===== config.mk =====
export PLATFORM = sky130hd
export DESIGN_NAME = sha256_msg_feeder
export DESIGN_NICKNAME = d
export VERILOG_FILES = /design/src/rtl/sha256_msg_feeder.sv
export SDC_FILE = /design/constraint.sdc
export NUM_CORES = 1
export LEC_CHECK = 0
export CAP_MARGIN = 30
export CELL_PAD_IN_SITES_DETAIL_PLACEMENT = 1
export CELL_PAD_IN_SITES_GLOBAL_PLACEMENT = 2
export CORE_MARGIN = 4
export CORE_UTILIZATION = 46
export CTS_BUF_LIST = sky130_fd_sc_hd__clkbuf_16
export DETAILED_ROUTE_END_ITERATION = 10
export PLACE_DENSITY = 0.87
export SLEW_MARGIN = 30
export SYNTH_ARGS = -nofsm -noshare
export SYNTH_HDL_FRONTEND = slang
export SYNTH_SLANG_ARGS = --single-unit

===== constraint.sdc =====
create_clock -name i_clk -period 4.8 [get_ports i_clk]
set_input_delay 0.72 -clock i_clk [delete_from_list [all_inputs] [get_ports i_clk]]
set_output_delay 0.72 -clock i_clk [all_outputs]
set_load 0.005 [all_outputs]

===== src/rtl/sha256_msg_feeder.sv =====
// Buffers a byte-length message into 512-bit blocks and streams each block to the SHA-256 core.
// Define SHA256_FEEDER_PINGPONG_EN for two banks so loading overlaps sending.
module sha256_msg_feeder (
  input  logic        i_clk,
  input  logic        i_rst,
  input  logic        i_start,
  input  logic [13:0] i_len_bytes,
  input  logic        i_valid,
  input  logic [31:0] i_data,
  output logic        o_ready,
  input  logic        i_core_done,
  output logic        o_write,
  output logic [31:0] o_data,
  output logic [7:0]  o_N,
  output logic [8:0]  o_bit_miss,
  output logic        o_busy,
  output logic        o_msg_done,
  output logic        o_err
);

`ifdef SHA256_FEEDER_PINGPONG_EN
  localparam logic PINGPONG = 1'b1;
`else
  localparam logic PINGPONG = 1'b0;
`endif

  typedef enum logic [2:0] {IDLE, LOAD, WAIT_CORE, SEND, WAIT_BUSY} state_t;

  state_t      r_state;
  logic [31:0] r_buf [2][16];
  logic [1:0]  r_bankFull;
  logic [4:0]  r_bankNeed [2];
  logic        r_wrBank;
  logic        r_rdBank;
  logic [3:0]  r_wrIdx;
  logic [4:0]  r_sendIdx;
  logic [7:0]  r_blkLoaded;
  logic [7:0]  r_blkSent;
  logic [4:0]  r_lastNeed;
  logic [1:0]  r_lastBytes;

  logic        w_lenOk;
  logic [7:0]  w_N;
  logic [8:0]  w_bitMiss;
  logic [4:0]  w_lastNeed;
  logic        w_accept;
  logic        w_lastBlkLoad;
  logic [4:0]  w_needLoad;
  logic        w_lastWord;
  logic        w_finalAccept;
  logic        w_sendDone;
  logic        w_lastBlkSend;
  logic        w_curBufFull;
  logic [31:0] w_inWord;
  logic [3:0]  w_rdIdx;
  logic [31:0] w_sendWord;
  logic [1:0]  w_fullCnt;
  logic [2:0]  w_fullNext;
  logic [7:0]  w_loadedNext;
  logic        w_readyNext;

  // The missing-bit count is -(8*len) mod 512, so only the low length bits matter.
  assign w_lenOk    = (i_len_bytes != 14'd0) && (i_len_bytes <= 14'd16320);
  assign w_N        = i_len_bytes[13:6] + {7'd0, |i_len_bytes[5:0]};
  assign w_bitMiss  = 9'd0 - {i_len_bytes[5:0], 3'b000};
  assign w_lastNeed = (i_len_bytes[5:0] == 6'd0) ? 5'd16
                    : ({1'b0, i_len_bytes[5:2]} + {4'd0, |i_len_bytes[1:0]});

  assign w_accept      = i_valid && o_ready;
  assign w_lastBlkLoad = (r_blkLoaded == o_N - 8'd1);
  assign w_needLoad    = w_lastBlkLoad ? r_lastNeed : 5'd16;
  assign w_lastWord    = (({1'b0, r_wrIdx} + 5'd1) == w_needLoad);
  assign w_finalAccept = w_accept && w_lastWord;
  assign w_sendDone    = (r_state == SEND) && (r_sendIdx == 5'd16);
  assign w_lastBlkSend = (r_blkSent == o_N - 8'd1);
  assign w_curBufFull  = r_bankFull[r_rdBank] || (w_finalAccept && (r_wrBank == r_rdBank));

  always_comb begin
    w_inWord = i_data;
    if (w_lastBlkLoad && w_lastWord) begin
      case (r_lastBytes)
        2'd1:    w_inWord = {i_data[31:24], 24'd0};
        2'd2:    w_inWord = {i_data[31:16], 16'd0};
        2'd3:    w_inWord = {i_data[31:8], 8'd0};
        default: w_inWord = i_data;
      endcase
    end
  end

  assign w_rdIdx    = (r_state == SEND) ? r_sendIdx[3:0] : 4'd0;
  assign w_sendWord = ({1'b0, w_rdIdx} < r_bankNeed[r_rdBank]) ? r_buf[r_rdBank][w_rdIdx] : 32'd0;

  assign w_fullCnt    = {1'b0, r_bankFull[0]} + {1'b0, r_bankFull[1]};
  assign w_fullNext   = {1'b0, w_fullCnt} + {2'd0, w_finalAccept} - {2'd0, w_sendDone};
  assign w_loadedNext = r_blkLoaded + {7'd0, w_finalAccept};

  // Single bank refills only after WAIT_BUSY; two banks refill whenever one is free.
  always_comb begin
    w_readyNext = 1'b0;
    if (r_state == IDLE)
      w_readyNext = i_start && w_lenOk;
    else if (PINGPONG)
      w_readyNext = (w_fullNext < 3'd2) && (w_loadedNext < o_N);
    else
      w_readyNext = ((r_state == LOAD) && !w_finalAccept)
                 || ((r_state == WAIT_BUSY) && !i_core_done && !r_bankFull[r_rdBank]);
  end

  always_ff @(posedge i_clk) begin
    if (w_accept)
      r_buf[r_wrBank][r_wrIdx] <= w_inWord;
  end

  always_ff @(posedge i_clk or negedge i_rst) begin
    if (!i_rst) begin
      r_state       <= IDLE;
      r_bankFull    <= 2'b00;
      r_bankNeed[0] <= 5'd0;
      r_bankNeed[1] <= 5'd0;
      r_wrBank      <= 1'b0;
      r_rdBank      <= 1'b0;
      r_wrIdx       <= 4'd0;
      r_sendIdx     <= 5'd0;
      r_blkLoaded   <= 8'd0;
      r_blkSent     <= 8'd0;
      r_lastNeed    <= 5'd0;
      r_lastBytes   <= 2'd0;
      o_ready       <= 1'b0;
      o_write       <= 1'b0;
      o_data        <= 32'd0;
      o_N           <= 8'd0;
      o_bit_miss    <= 9'd0;
      o_busy        <= 1'b0;
      o_msg_done    <= 1'b0;
      o_err         <= 1'b0;
    end else begin
      o_err      <= 1'b0;
      o_msg_done <= 1'b0;
      o_ready    <= w_readyNext;

      if (w_accept)
        r_wrIdx <= w_lastWord ? 4'd0 : r_wrIdx + 4'd1;
      if (w_finalAccept) begin
        r_bankFull[r_wrBank] <= 1'b1;
        r_bankNeed[r_wrBank] <= w_needLoad;
        r_wrBank             <= r_wrBank ^ PINGPONG;
        r_blkLoaded          <= r_blkLoaded + 8'd1;
      end

      case (r_state)
        IDLE: begin
          if (i_start) begin
            if (w_lenOk) begin
              o_N         <= w_N;
              o_bit_miss  <= w_bitMiss;
              r_lastNeed  <= w_lastNeed;
              r_lastBytes <= i_len_bytes[1:0];
              r_blkLoaded <= 8'd0;
              r_blkSent   <= 8'd0;
              r_wrIdx     <= 4'd0;
              r_bankFull  <= 2'b00;
              r_wrBank    <= 1'b0;
              r_rdBank    <= 1'b0;
              o_busy      <= 1'b1;
              r_state     <= LOAD;
            end else begin
              o_err <= 1'b1;
            end
          end
        end
        LOAD: begin
          if (w_curBufFull)
            r_state <= WAIT_CORE;
        end
        WAIT_CORE: begin
          if (i_core_done) begin
            o_write   <= 1'b1;
            o_data    <= w_sendWord;
            r_sendIdx <= 5'd1;
            r_state   <= SEND;
          end
        end
        SEND: begin
          if (w_sendDone) begin
            o_write              <= 1'b0;
            o_data               <= 32'd0;
            r_sendIdx            <= 5'd0;
            r_bankFull[r_rdBank] <= 1'b0;
            r_rdBank             <= r_rdBank ^ PINGPONG;
            r_blkSent            <= r_blkSent + 8'd1;
            if (w_lastBlkSend) begin
              o_msg_done <= 1'b1;
              o_busy     <= 1'b0;
              r_state    <= IDLE;
            end else begin
              r_state <= WAIT_BUSY;
            end
          end else begin
            o_data    <= w_sendWord;
            r_sendIdx <= r_sendIdx + 5'd1;
          end
        end
        WAIT_BUSY: begin
          if (!i_core_done)
            r_state <= w_curBufFull ? WAIT_CORE : LOAD;
        end
        default: r_state <= IDLE;
      endcase
    end
  end

endmodule


==> reports/metrics.csv <==
stage,metric,value,unit
status,status,"finished, final reports clean",
pwr,leak pwr,0.0114,uW
synthesis,synthesized flop and latch total,603,
hold_path,Worst Hold Class,input port to async pin,
worst_setup_path,worst reg2reg startpoint,o_N[0],
placed_design,Placed Instances,2256,
detailed_routing,post-route ant nets,0,
timing,max-slew violations,0,
synthesis,"area leader, netlist",edfxtp_1,
pwr,PwrDens,507,nW/um^2
worst_setup_path,Crit path largest cell delay,0.54,ns
final_layout,ratio of cells with drive above 1 in the final layout,14.4,%
final_layout,"Design Area, Final",28900,sq um
worst_setup_path,worst reg-to-reg setup slack,0.79,ns
worst_setup_path,CP endpoint kind,flop,
detailed_routing,via/cell ratio,5.89,
detailed_routing,1st-pass router iterations,5,
clock_network,# clock sinks,603,
floorplan,Starting Density,46.5,%
floorplan,Die X,241,um
timing,RSZ-0062 raised after global routing,no,
pwr,VDD IR max,0.000314,V
synthesis,Ys Warns,0,
timing,final hold violation count,0,
detailed_routing,DRC Markers,0,
placed_design,routability-driven placement congestion ratio,0.798,
synthesis,Post-Synthesis Cells,1501,
clock_network,Worst-path clk slew,0.06,ns
timing,Max Freq,249,MHz
clock_network,CTS Root Cell,clkbuf_16,
detailed_routing,drt total wl,65200,um
detailed_routing,WL per Instance,27.5,um
worst_setup_path,Critical R2R Capture,r_buf[0][210],
global_route,largest net degree at the start of global routing,58,
worst_setup_path,Crit Path Class,flop to flop,
worst_setup_path,peak fanout along the critical path,16,
clock_network,CTS Hold Bufs,0,
placed_design,Post-DP HPWL,36600,um
synthesis,largest cells by area after synthesis,"edfxtp_1 61%, mux2i_1 10%, dfrtp_1 9.1%, mux4_2 5.7%, nand2_1 1.9%",
global_route,GRT Total Usage,22.4,%
timing,measured slew at the worst slew-check pin,0.981,ns
clock_network,htree depth,2,
floorplan,site row count,85,
floorplan,chip height,241,um
synthesis,Yosys cell types,62,
floorplan,Top-Level Pins,105,
worst_setup_path,crit-path cells,inv_1 > ha_1 > xnor3_1 > a22oi_1 > a2111oi_0 > and3_1 > nand3_1 > a22oi_4 > a21bo_2 > nor2_2 > nor2b_1,
worst_setup_path,Worst Setup EP,r_buf[0][210],
synthesis,Synth Cell Area,25000,sq um
final_layout,antenna cells,0,
clock_network,TritonCTS clock tree,built,
timing,setup_tns,0,ns
worst_setup_path,worst r2r path cells,11,
timing,Final Critical Period,4.01,ns
worst_setup_path,CP Data Required Time,5.08,ns
timing,Max-Slew Margin vs Limit,34.3,%
synthesis,Syn Area/Cell,16.7,sq um
detailed_routing,Iteration-0 DRC Markers,1246,
clock_network,clk_lat worst skew,0.64,ns
clock_network,worst-case clock buffer depth,3,
worst_setup_path,crit path from,o_N[0],
floorplan,DIE AREA,58300,sq um
global_route,vias in the first global route,15071,
clock_network,Num CTS Buffers,60,
worst_setup_path,crit path DAT,4.30,ns
run,Max-cap violations,0,
synthesis,ys flop type,edfxtp_1,
timing,clk_skew,0.0376,ns
clock_network,CTS resizes,0,
placed_design,port bufs,101,
synthesis,post-synth top area share,61.4,%
final_layout,Syn-to-layout area delta,15.4,%
detailed_routing,DR vias,13937,
clock_network,setup bufs post-CTS,0,
final_layout,fin cells,2368,
timing,part of the cycle the worst path needs,83.6,%
global_route,total congestion overflow,0,
timing,Final setup viols,0,
synthesis,"EDFF count, synth",512,
final_layout,Final #Nets,1690,
global_route,first-pass GRT wire length,97100,um
placed_design,placed cell areas,27000,sq um
worst_setup_path,slowest library cell on the worst path,nor2_2,
floorplan,Core Area,53800,sq um
timing,WHS,0.117,ns
synthesis,ys async rst share,15.1,%
global_route,initial antenna violation count,1,
synthesis,"Seq/Total Area, Yosys",70.5,%
worst_setup_path,Setup crit start kind,flop,
-- cells in the mapped netlist, types with 3 or more instances --
| library cell | n |
|---|---|
| nand3_1 | 26 |
| mux4_2 | 63 |
| and2_1 | 21 |
| a31o_2 | 3 |
| mux2_2 | 4 |
| buf_4 | 4 |
| inv_1 | 21 |
| o211ai_1 | 4 |
| mux2i_1 | 252 |
| a32o_1 | 32 |
| o21ai_0 | 38 |
| nor4_1 | 3 |
| buf_2 | 21 |
| ha_1 | 17 |
| nand2b_1 | 5 |
| edfxtp_1 | 512 |
| buf_6 | 3 |
| xor2_1 | 22 |
| nor3b_1 | 4 |
| clkbuf_1 | 49 |
| nor2b_1 | 19 |
| a31oi_1 | 4 |
| nand4_1 | 8 |
| nor3_1 | 8 |
| xnor2_1 | 22 |
| nand2_1 | 128 |
| o32ai_1 | 3 |
| buf_1 | 4 |
| dfrtp_1 | 91 |
| a21oi_1 | 19 |
| or3_1 | 6 |
| a22o_1 | 3 |
| and3_1 | 11 |
| nor2_1 | 35 |
-- area by class of cell --
class	instances	area, sq um
timing repair buffer	138	1320
tap	696	871
sequential	603	17700
multi-input combinational	797	7070
clock buffer	60	1500
clock inverter	52	407
inverter	22	85.1
fill	4999	24900
-- power breakdown --
part           internal, uW  total (uW)  switching [uW]
registers              6300        6790             490
logic                  1490        3300            1810
clock network          2550        4550            2000
total                 10300       14600            4300
-- stage by stage --
stage / power (uW) / setup WS [ns] / util, %
detailed placement: 10200 / 0.860 / 50.1
global placement: 10000 / 0.815 / 50.1
CTS: 14700 / 0.903 / 53.7
global route: 15300 / 0.497 / 53.7
floorplan: 8890 / 0.910 / -
finish: 14600 / 0.786 / 53.7
-- how the worst min path moves through the flow --
| stage | from | endpoint | slack [ns] |
|---|---|---|---|
| 2_1_floorplan | i_rst | o_N[0] | 0.42 |
| 3_3_place_gp | r_bankNeed[7] | r_bankNeed[7] | 0.47 |
| 3_5_place_dp | o_bit_miss[5] | o_bit_miss[5] | 0.47 |
| 4_1_cts | i_rst | r_lastNeed[4] | 0.13 |
| 5_1_grt | i_rst | o_bit_miss[5] | 0.15 |
| 6_report | i_rst | o_bit_miss[5] | 0.12 |
-- worst max-delay path, delay by kind of cell (launching register included) --
kind | cells | cell delay (ns)
AND/OR/NAND/NOR | 4 | 1.48
AO/OA/AOI/OAI | 4 | 1.01
flip-flops | 1 | 0.46
XOR/XNOR | 1 | 0.37
adder cells (fa/ha/maj) | 1 | 0.25
buffers and inverters | 1 | 0.10
-- logic make-up (layout without fill, tap and decap cells) --
logic type                 count (synthesis)  after routing  synth area share (%)
buffers and inverters                    103            272                  1.80
DFF                                      603            603                  70.5
other                                      1              3                0.0150
AOI/OAI and AO/OA                        125            125                  3.62
xor gates and xnor gates                  46             46                  1.72
muxes                                    319            319                  15.9
adders and majority gates                 17             17                 0.849
and+or+nand+nor                          287            287                  5.62
-- state kept, by name, indices dropped and copies added (netlist names) --
signal       cells
r_buf          512
r_blkSent        8
r_state          3
r_wrIdx          4
r_lastBytes      2
r_lastNeed       5
o_ready          1
r_bankFull       1
r_sendIdx        5
o_write          1
o_msg_done       1
o_err            1
o_bit_miss       5
o_N              8
r_bankNeed       5
o_busy           1
o_data          32
r_blkLoaded      8
-- cells in the final DEF, fill, tap and decap left out, types with 19 or more instances in the layout --
| master | n |
|---|---|
| xor2_1 | 22 |
| nand3_1 | 26 |
| inv_1 | 38 |
| nand2_1 | 127 |
| nor2_1 | 33 |
| buf_4 | 35 |
| dfrtp_1 | 90 |
| mux4_2 | 63 |
| xnor2_1 | 22 |
| clkbuf_16 | 60 |
| clkdlybuf4s50_1 | 100 |
| o21ai_0 | 38 |
| a32o_1 | 32 |
| mux2i_1 | 252 |
| edfxtp_1 | 512 |
| a21oi_1 | 19 |
-- metal layers --
metal / wire length [um] / GRT usage [%]
met2: 33000 / 38.5
met3: 3810 / 3.69
met4: 1310 / 5.60
met1: 27100 / 30.4
met5: 11 / 0
Power figures use the tool's default switching activity.
